File: src/rtl/multiply_seq_mult.sv
// multiply_seq_mult: sequential shift-add multiplier for a 33-bit special
// format (sign, unbiased exponent, 24-bit mantissa with hidden bit).
// Handshaked input/output. A pass-through request skips the arithmetic.
// Optional build macro MULT_RADIX4_EN: consume two multiplier bits per edge
// (12 CALC edges) instead of one (24 CALC edges). Results are identical.
module multiply_seq_mult #(
  parameter logic no_idle  = 1'b0,
  parameter logic put_idle = 1'b1
) (
  input  logic        clock,
  input  logic        reset,
  input  logic        in_valid,
  output logic        in_ready,
  input  logic [32:0] aout_Special,
  input  logic [32:0] bout_Special,
  input  logic        idle_Special,
  output logic        out_valid,
  input  logic        out_ready,
  output logic        idle_Multiply,
  output logic [32:0] zout_Multiply,
  output logic [49:0] productout_Multiply
);

`ifdef MULT_RADIX4_EN
  localparam int K = 2;
`else
  localparam int K = 1;
`endif
  localparam int CW = 5;
  localparam logic [CW-1:0] N_CNT = CW'(24 / K);

  typedef enum logic [1:0] {IDLE, CALC, DONE} state_t;

  state_t          state_reg, state_next;
  logic [47:0]     acc_reg, acc_next;
  logic [47:0]     mcand_reg, mcand_next;
  logic [23:0]     mplier_reg, mplier_next;
`ifdef MULT_RADIX4_EN
  logic [47:0]     triple_reg, triple_next;
`endif
  logic [CW-1:0]   count_reg, count_next;
  logic            sign_reg, sign_next;
  logic [7:0]      exp_reg, exp_next;
  logic            out_valid_reg, out_valid_next;
  logic            idle_reg, idle_next;
  logic [32:0]     zout_reg, zout_next;
  logic [49:0]     prod_reg, prod_next;
  logic [47:0]     pp;

  assign in_ready            = (state_reg == IDLE);
  assign out_valid           = out_valid_reg;
  assign idle_Multiply       = idle_reg;
  assign zout_Multiply       = zout_reg;
  assign productout_Multiply = prod_reg;

  // Next-state, datapath and output-load decisions
  always_comb begin
    state_next     = state_reg;
    acc_next       = acc_reg;
    mcand_next     = mcand_reg;
    mplier_next    = mplier_reg;
`ifdef MULT_RADIX4_EN
    triple_next    = triple_reg;
`endif
    count_next     = count_reg;
    sign_next      = sign_reg;
    exp_next       = exp_reg;
    out_valid_next = out_valid_reg;
    idle_next      = idle_reg;
    zout_next      = zout_reg;
    prod_next      = prod_reg;

    // Partial product selected by the low multiplier bit(s)
`ifdef MULT_RADIX4_EN
    case (mplier_reg[1:0])
      2'd1:    pp = mcand_reg;
      2'd2:    pp = mcand_reg << 1;
      2'd3:    pp = triple_reg;
      default: pp = '0;
    endcase
`else
    pp = mplier_reg[0] ? mcand_reg : '0;
`endif

    case (state_reg)
      IDLE: begin
        if (in_valid) begin
          if (idle_Special == put_idle) begin
            // Pass-through: operand A goes straight to the result
            zout_next      = aout_Special;
            prod_next      = '0;
            idle_next      = 1'b1;
            out_valid_next = 1'b1;
            state_next     = DONE;
          end else if (idle_Special == no_idle) begin
            sign_next   = aout_Special[32] ^ bout_Special[32];
            exp_next    = aout_Special[31:24] + bout_Special[31:24] + 8'd1;
            acc_next    = '0;
            mcand_next  = {24'd0, aout_Special[23:0]};
            mplier_next = bout_Special[23:0];
`ifdef MULT_RADIX4_EN
            triple_next = {24'd0, aout_Special[23:0]} + {23'd0, aout_Special[23:0], 1'b0};
`endif
            count_next  = N_CNT;
            state_next  = CALC;
          end
        end
      end
      CALC: begin
        acc_next    = acc_reg + pp;
        mcand_next  = mcand_reg << K;
        mplier_next = mplier_reg >> K;
`ifdef MULT_RADIX4_EN
        triple_next = triple_reg << 2;
`endif
        count_next  = count_reg - 1'b1;
        // Final edge: publish the fully accumulated product
        if (count_reg == CW'(1)) begin
          zout_next      = {sign_reg, exp_reg, 24'd0};
          prod_next      = {acc_next, 2'b00};
          idle_next      = 1'b0;
          out_valid_next = 1'b1;
          state_next     = DONE;
        end
      end
      DONE: begin
        if (out_ready) begin
          out_valid_next = 1'b0;
          state_next     = IDLE;
        end
      end
      default: state_next = IDLE;
    endcase
  end

  // State and datapath registers; active-low reset abandons any transaction
  always_ff @(posedge clock) begin
    if (!reset) begin
      state_reg     <= IDLE;
      acc_reg       <= '0;
      mcand_reg     <= '0;
      mplier_reg    <= '0;
`ifdef MULT_RADIX4_EN
      triple_reg    <= '0;
`endif
      count_reg     <= '0;
      sign_reg      <= 1'b0;
      exp_reg       <= '0;
      out_valid_reg <= 1'b0;
      idle_reg      <= 1'b0;
      zout_reg      <= '0;
      prod_reg      <= '0;
    end else begin
      state_reg     <= state_next;
      acc_reg       <= acc_next;
      mcand_reg     <= mcand_next;
      mplier_reg    <= mplier_next;
`ifdef MULT_RADIX4_EN
      triple_reg    <= triple_next;
`endif
      count_reg     <= count_next;
      sign_reg      <= sign_next;
      exp_reg       <= exp_next;
      out_valid_reg <= out_valid_next;
      idle_reg      <= idle_next;
      zout_reg      <= zout_next;
      prod_reg      <= prod_next;
    end
  end

endmodule

File: config.mk
export PLATFORM = sky130hd
export DESIGN_NAME = multiply_seq_mult
export DESIGN_NICKNAME = d
export VERILOG_FILES = /design/src/rtl/multiply_seq_mult.sv
export SDC_FILE = /design/constraint.sdc
export NUM_CORES = 1
export LEC_CHECK = 0
export ABC_AREA = 1
export CORE_MARGIN = 5
export CORE_UTILIZATION = 35
export CTS_BUF_LIST = sky130_fd_sc_hd__clkbuf_16
export CTS_CLUSTER_SIZE = 12
export DETAILED_ROUTE_END_ITERATION = 10
export PLACE_DENSITY = 0.62
export SYNTH_ARGS = -nofsm -noshare
export SYNTH_HDL_FRONTEND = slang
export SYNTH_SLANG_ARGS = --single-unit
File: constraint.sdc
create_clock -name clock -period 3 [get_ports clock]
set_input_delay 0.6 -clock clock [delete_from_list [all_inputs] [get_ports clock]]
set_output_delay 0.6 -clock clock [all_outputs]
set_load 0.05 [all_outputs]
# Word-level counts from Yosys, hierarchy flattened
# Cells that the tools add are included.
# totals
register_bits,221
inputBits,71
output_inout_bits,86
wordCells,66
# op_classes
bitwise_logic,2
n_addsub,4
muxes,33
n_reduce_logical,8
n_eq_ne,8
# ops
op,n
2-to-1 mux 48 bit,5
case mux 48 bit (2 select lines),2
2-to-1 mux 50 bit,3
case mux 50 bit (2 select lines),1
2-to-1 mux 33 bit,3
case mux 33 bit (2 select lines),1
adder 48 bit,1
2-to-1 mux 24 bit,2
case mux 24 bit (2 select lines),1
2-to-1 mux 5 bit,2
case mux 5 bit (2 select lines),1
AND reduction 3 bit,3
"adder 8 x 1 -> 8 bit, second input constant",1
adder 8 bit,1
2-to-1 mux 2 bit,4
"!= test 2 bit, second input constant",4
case mux 2 bit (3 select lines),1
"== test 5 x 1 -> 1 bit, second input constant",1
2-to-1 mux 1 bit,5
AND reduction 5 bit,1
"subtractor 5 x 1 -> 5 bit, second input constant",1
AND reduction 4 bit,1
case mux 1 bit (3 select lines),1
nonzero test 3 bit,1
other kinds (8),8

# Logic depth before layout (Yosys ltp)
# depth
depth_word,4
mapped_depth,18
mapped_depth_nobuf,16

# Worst setup path before layout
# OpenSTA, ideal clock, no wires.
# synth_timing
path_type,flip-flop to flip-flop
from,register mplier_reg[0]
to,register acc_reg[37]
path_stages_with_launch,17
n_path_buf,2
period_less_slack_ns,2.269
setup_time_ns,0.070
setup_slack_ns,0.731
arrival_time_ns,2.198
cell_sequence,dfxtp_1 > clkbuf_1 > buf_1 > nand2_1 > inv_1 > ha_1 > nand2_1 > inv_1 > nand2_1 > nand2_1 > a21oi_1 > nor2_1 > nor2_1 > nand2_1 > nand2_1 > nand3_1 > a21oi_1
# synth_via
elab_chain_cells,3
# synth_rtl
item,line_no,source
"start, declared",37,"logic [23:0] mplier_reg, mplier_next;"
"start signal, assigned",157,mplier_reg <= mplier_next;
2-to-1 mux 48 bit,82,pp = mplier_reg[0] ? mcand_reg : '0;
adder 48 bit,110,acc_next = acc_reg + pp;
case mux 48 bit (2 select lines),85,case (state_reg)
"end signal, assigned",155,acc_reg <= acc_next;
"end, declared",35,"logic [47:0] acc_reg, acc_next;"
# No other way between the ends.
# A chain may end at the register's enable or synchronous reset.

# Final worst setup path
# layout_timing
from,register mplier_reg[0]
to,register acc_reg[40]
# Same word-level chain as after synthesis.

==> results.ini <==
[flow_run]
cap_violations=0

[yosys]
synth_area_um2=12700
syn_inst=1999
syn_area_per_cell_um2=6.34
ys_warn_count=0
seq_area_frac_synth=0.346
ys_ff_latch=219
yosysUniqueCellTypes=38

[die]
core_um2=35700
dieArea_um2=40100
die_height_um=200
initial_core_util=0.356
fp-row-count=69
die_width_um=200
pin_count=157

[worst_hold_path]
min_path_cells=3
hp-class=input pin to flip-flop
min_to=zout_Multiply[25]
hp-start=reset

[sta]
hold_ws_ns=0.387
setup_violations=0
slew_headroom=0.407
min_period_ns=2.69
slew_viol_final=0
clock_skew_ns=0.0114
hold_viol=0
fin_crit_sh=0.898
tightest_slew_ns=0.890
timing.fmax_mhz=371
rsz0062_at_grt=false
setup_tns_ns=0

[final_layout]
fillers=3822
diodes=0
multi_input_comb_area_um2=6800
fin_nets=2238
drive_above_1_share=0.0437
seq_area_um2=4380
syn2layout_area_growth_pct=21.9

[cts]
clock_sinks=219
clk_pin_slew_ns=0.06
tritoncts=done
clk_latency_ns=0.55
holdBufCountCts=0
post_cts_resized=0
cts_max_level=1
clockBufferDepth=3
cts_root_buffer=clkbuf_16
cts_inserted_buffers=26
post-cts-setup-buffers=0

[setup_path]
path_class=flip-flop to flip-flop
r2r_end=acc_reg[40]
regToRegSetupSlack_ns=0.31
reg2reg_from=mplier_reg[0]
end_kind=flip-flop
reg2reg_depth=16
critPathArrivalTime_ns=3.17
path_max_fanout=49
required_ns=3.47
start_kind=flip-flop

[grt]
antenna_found_initial=0
busiest_layer=met2
met2_usage=0.317
grt_usage=0.186
grt_start_max_net_pins=109
gr-usage-met1=0.246
grt_pass1_wl_um=63400
met3_usage=0.0370
grt_pass1_vias=12200
gr-total-overflow=0

[placed_design]
gp_congestion=0.939
portBuffers=154
hpwlAfterDp_um=28900

[routing]
wl_um=38500
viasPerCell=4.83
drc_errors=0
vias=12500
ant_nets=0
drtIter0Drc=804
dr.pass1.iters=7
routedWlPerCell_um=14.9

[run_status]
outcome=completed

[power_and_ir_drop]
ir_drop_v=0.000425
pwr_density_cell_nw_per_um2=573
power.leakage_nw=7.29

==> final cells by class <==
class / instances / area share
Multi-Input combinational cell: 1397 / 0.440
Sequential cell: 219 / 0.284
Timing Repair Buffer: 167 / 0.111
Inverter: 298 / 0.0725
Clock buffer: 26 / 0.0421
Tap cell: 461 / 0.0373
Clock inverter: 20 / 0.0132
==> critical path: stages, from the launching register on <==
cell	delay [ns]
dfxtp_1	0.32
buf_12	0.19
nand2_1	0.09
inv_1	0.04
ha_1	0.21
fa_1	0.45
nand3_1	0.10
nand3_1	0.16
nand2_1	0.11
nand2_1	0.15
nand2_1	0.10
nand3_1	0.19
nand2_1	0.17
nand2_1	0.06
nand2_1	0.06
nand3_1	0.08
a21oi_1	0.15
==> through the flow <==
stage	total power [mW]	setup WS (ns)	cell area, µm²	util	instances
floorplan	5.01	0.731	12700	-	2000
global placement	5.74	0.366	14600	0.410	2542
detailed placement	5.78	0.310	14600	0.410	2542
CTS	8.97	0.305	15500	0.434	2588
global route	9.30	0.0764	15500	0.434	2588
finish	8.86	0.305	15500	0.434	2588
==> cell usage in the layout, fill, tap and decap left out, types with 6 or more instances in the layout <==
cell type        instances
clkdlybuf4s50_1        153
o21ai_0                123
clkbuf_16               26
buf_12                   7
nand2_1                673
buf_4                    6
ha_1                    56
a211oi_2                23
a21oi_1                182
dfxtp_1                219
inv_1                  299
nand4_1                 14
nand3_1                 75
a31oi_1                 56
nor2_1                 133
nor3_1                   7
o21ai_1                 11
==> power by group <==
group	switching, mW	leakage (nW)	internal [mW]
registers	0.195	1.79	3.23
logic	1.53	5.07	0.737
clock network	1.32	0.430	1.84
total	3.05	7.29	5.81
==> routing by layer <==
| layer | routed length, µm | vias up |
|---|---|---|
| li1 | - | 6574 |
| met1 | 17900 | 5575 |
| met2 | 17400 | 285 |
| met3 | 2210 | 55 |
| met4 | 980 | 0 |
| met5 | 0 | - |
==> cells by family (layout without fill, tap and decap cells) <==
group / count (synthesis) / after routing / share of synthesized area
other: 1 / 2 / 0.000296
and+or+nand+nor: 921 / 921 / 0.288
adders and majority gates: 58 / 58 / 0.0584
buffers and inverters: 384 / 511 / 0.119
DFF: 219 / 219 / 0.346
xor gates and xnor gates: 9 / 9 / 0.00622
AOI/OAI and AO/OA: 407 / 407 / 0.182
==> cells in the mapped netlist (all sizes together) <==
| cell | instances | area, µm² |
|---|---|---|
| o221ai | 1 | 8.76 |
| buf | 38 | 213 |
| o211ai | 3 | 22.5 |
| conb | 1 | 3.75 |
| o21a | 1 | 7.51 |
| a31oi | 56 | 350 |
| xor2 | 4 | 35.0 |
| nand2 | 676 | 2540 |
| ha | 56 | 701 |
| inv | 298 | 1120 |
| dfxtp | 219 | 4380 |
| xnor2 | 5 | 43.8 |
| o21bai | 3 | 22.5 |
| o31ai | 1 | 7.51 |
| nand3 | 76 | 385 |
| fa | 2 | 40.0 |
| nor4 | 3 | 18.8 |
| a211oi | 24 | 295 |
| and2 | 1 | 6.26 |
| nand3b | 4 | 30.0 |
| clkbuf | 48 | 180 |
| or2 | 5 | 31.3 |
| nor2 | 135 | 512 |
| o21ai | 134 | 671 |
| a21oi | 183 | 920 |
| a21o | 1 | 7.51 |
| nand4 | 14 | 87.6 |
| nor3 | 7 | 35.0 |
==> worst max path at each step <==
stage / startpoint / slack (ns) / to / cells past startpoint
floorplan: mplier_reg[0] / 0.73 / acc_reg[37] / 16
global placement: mplier_reg[0] / 0.37 / acc_reg[40] / 16
detailed placement: mplier_reg[0] / 0.31 / acc_reg[40] / 16
CTS: mplier_reg[0] / 0.30 / acc_reg[40] / 16
global route: mplier_reg[0] / 0.08 / productout_Multiply[36] / 17
finish: mplier_reg[0] / 0.31 / acc_reg[40] / 16
Note: power is estimated with default switching activity, not from simulation.
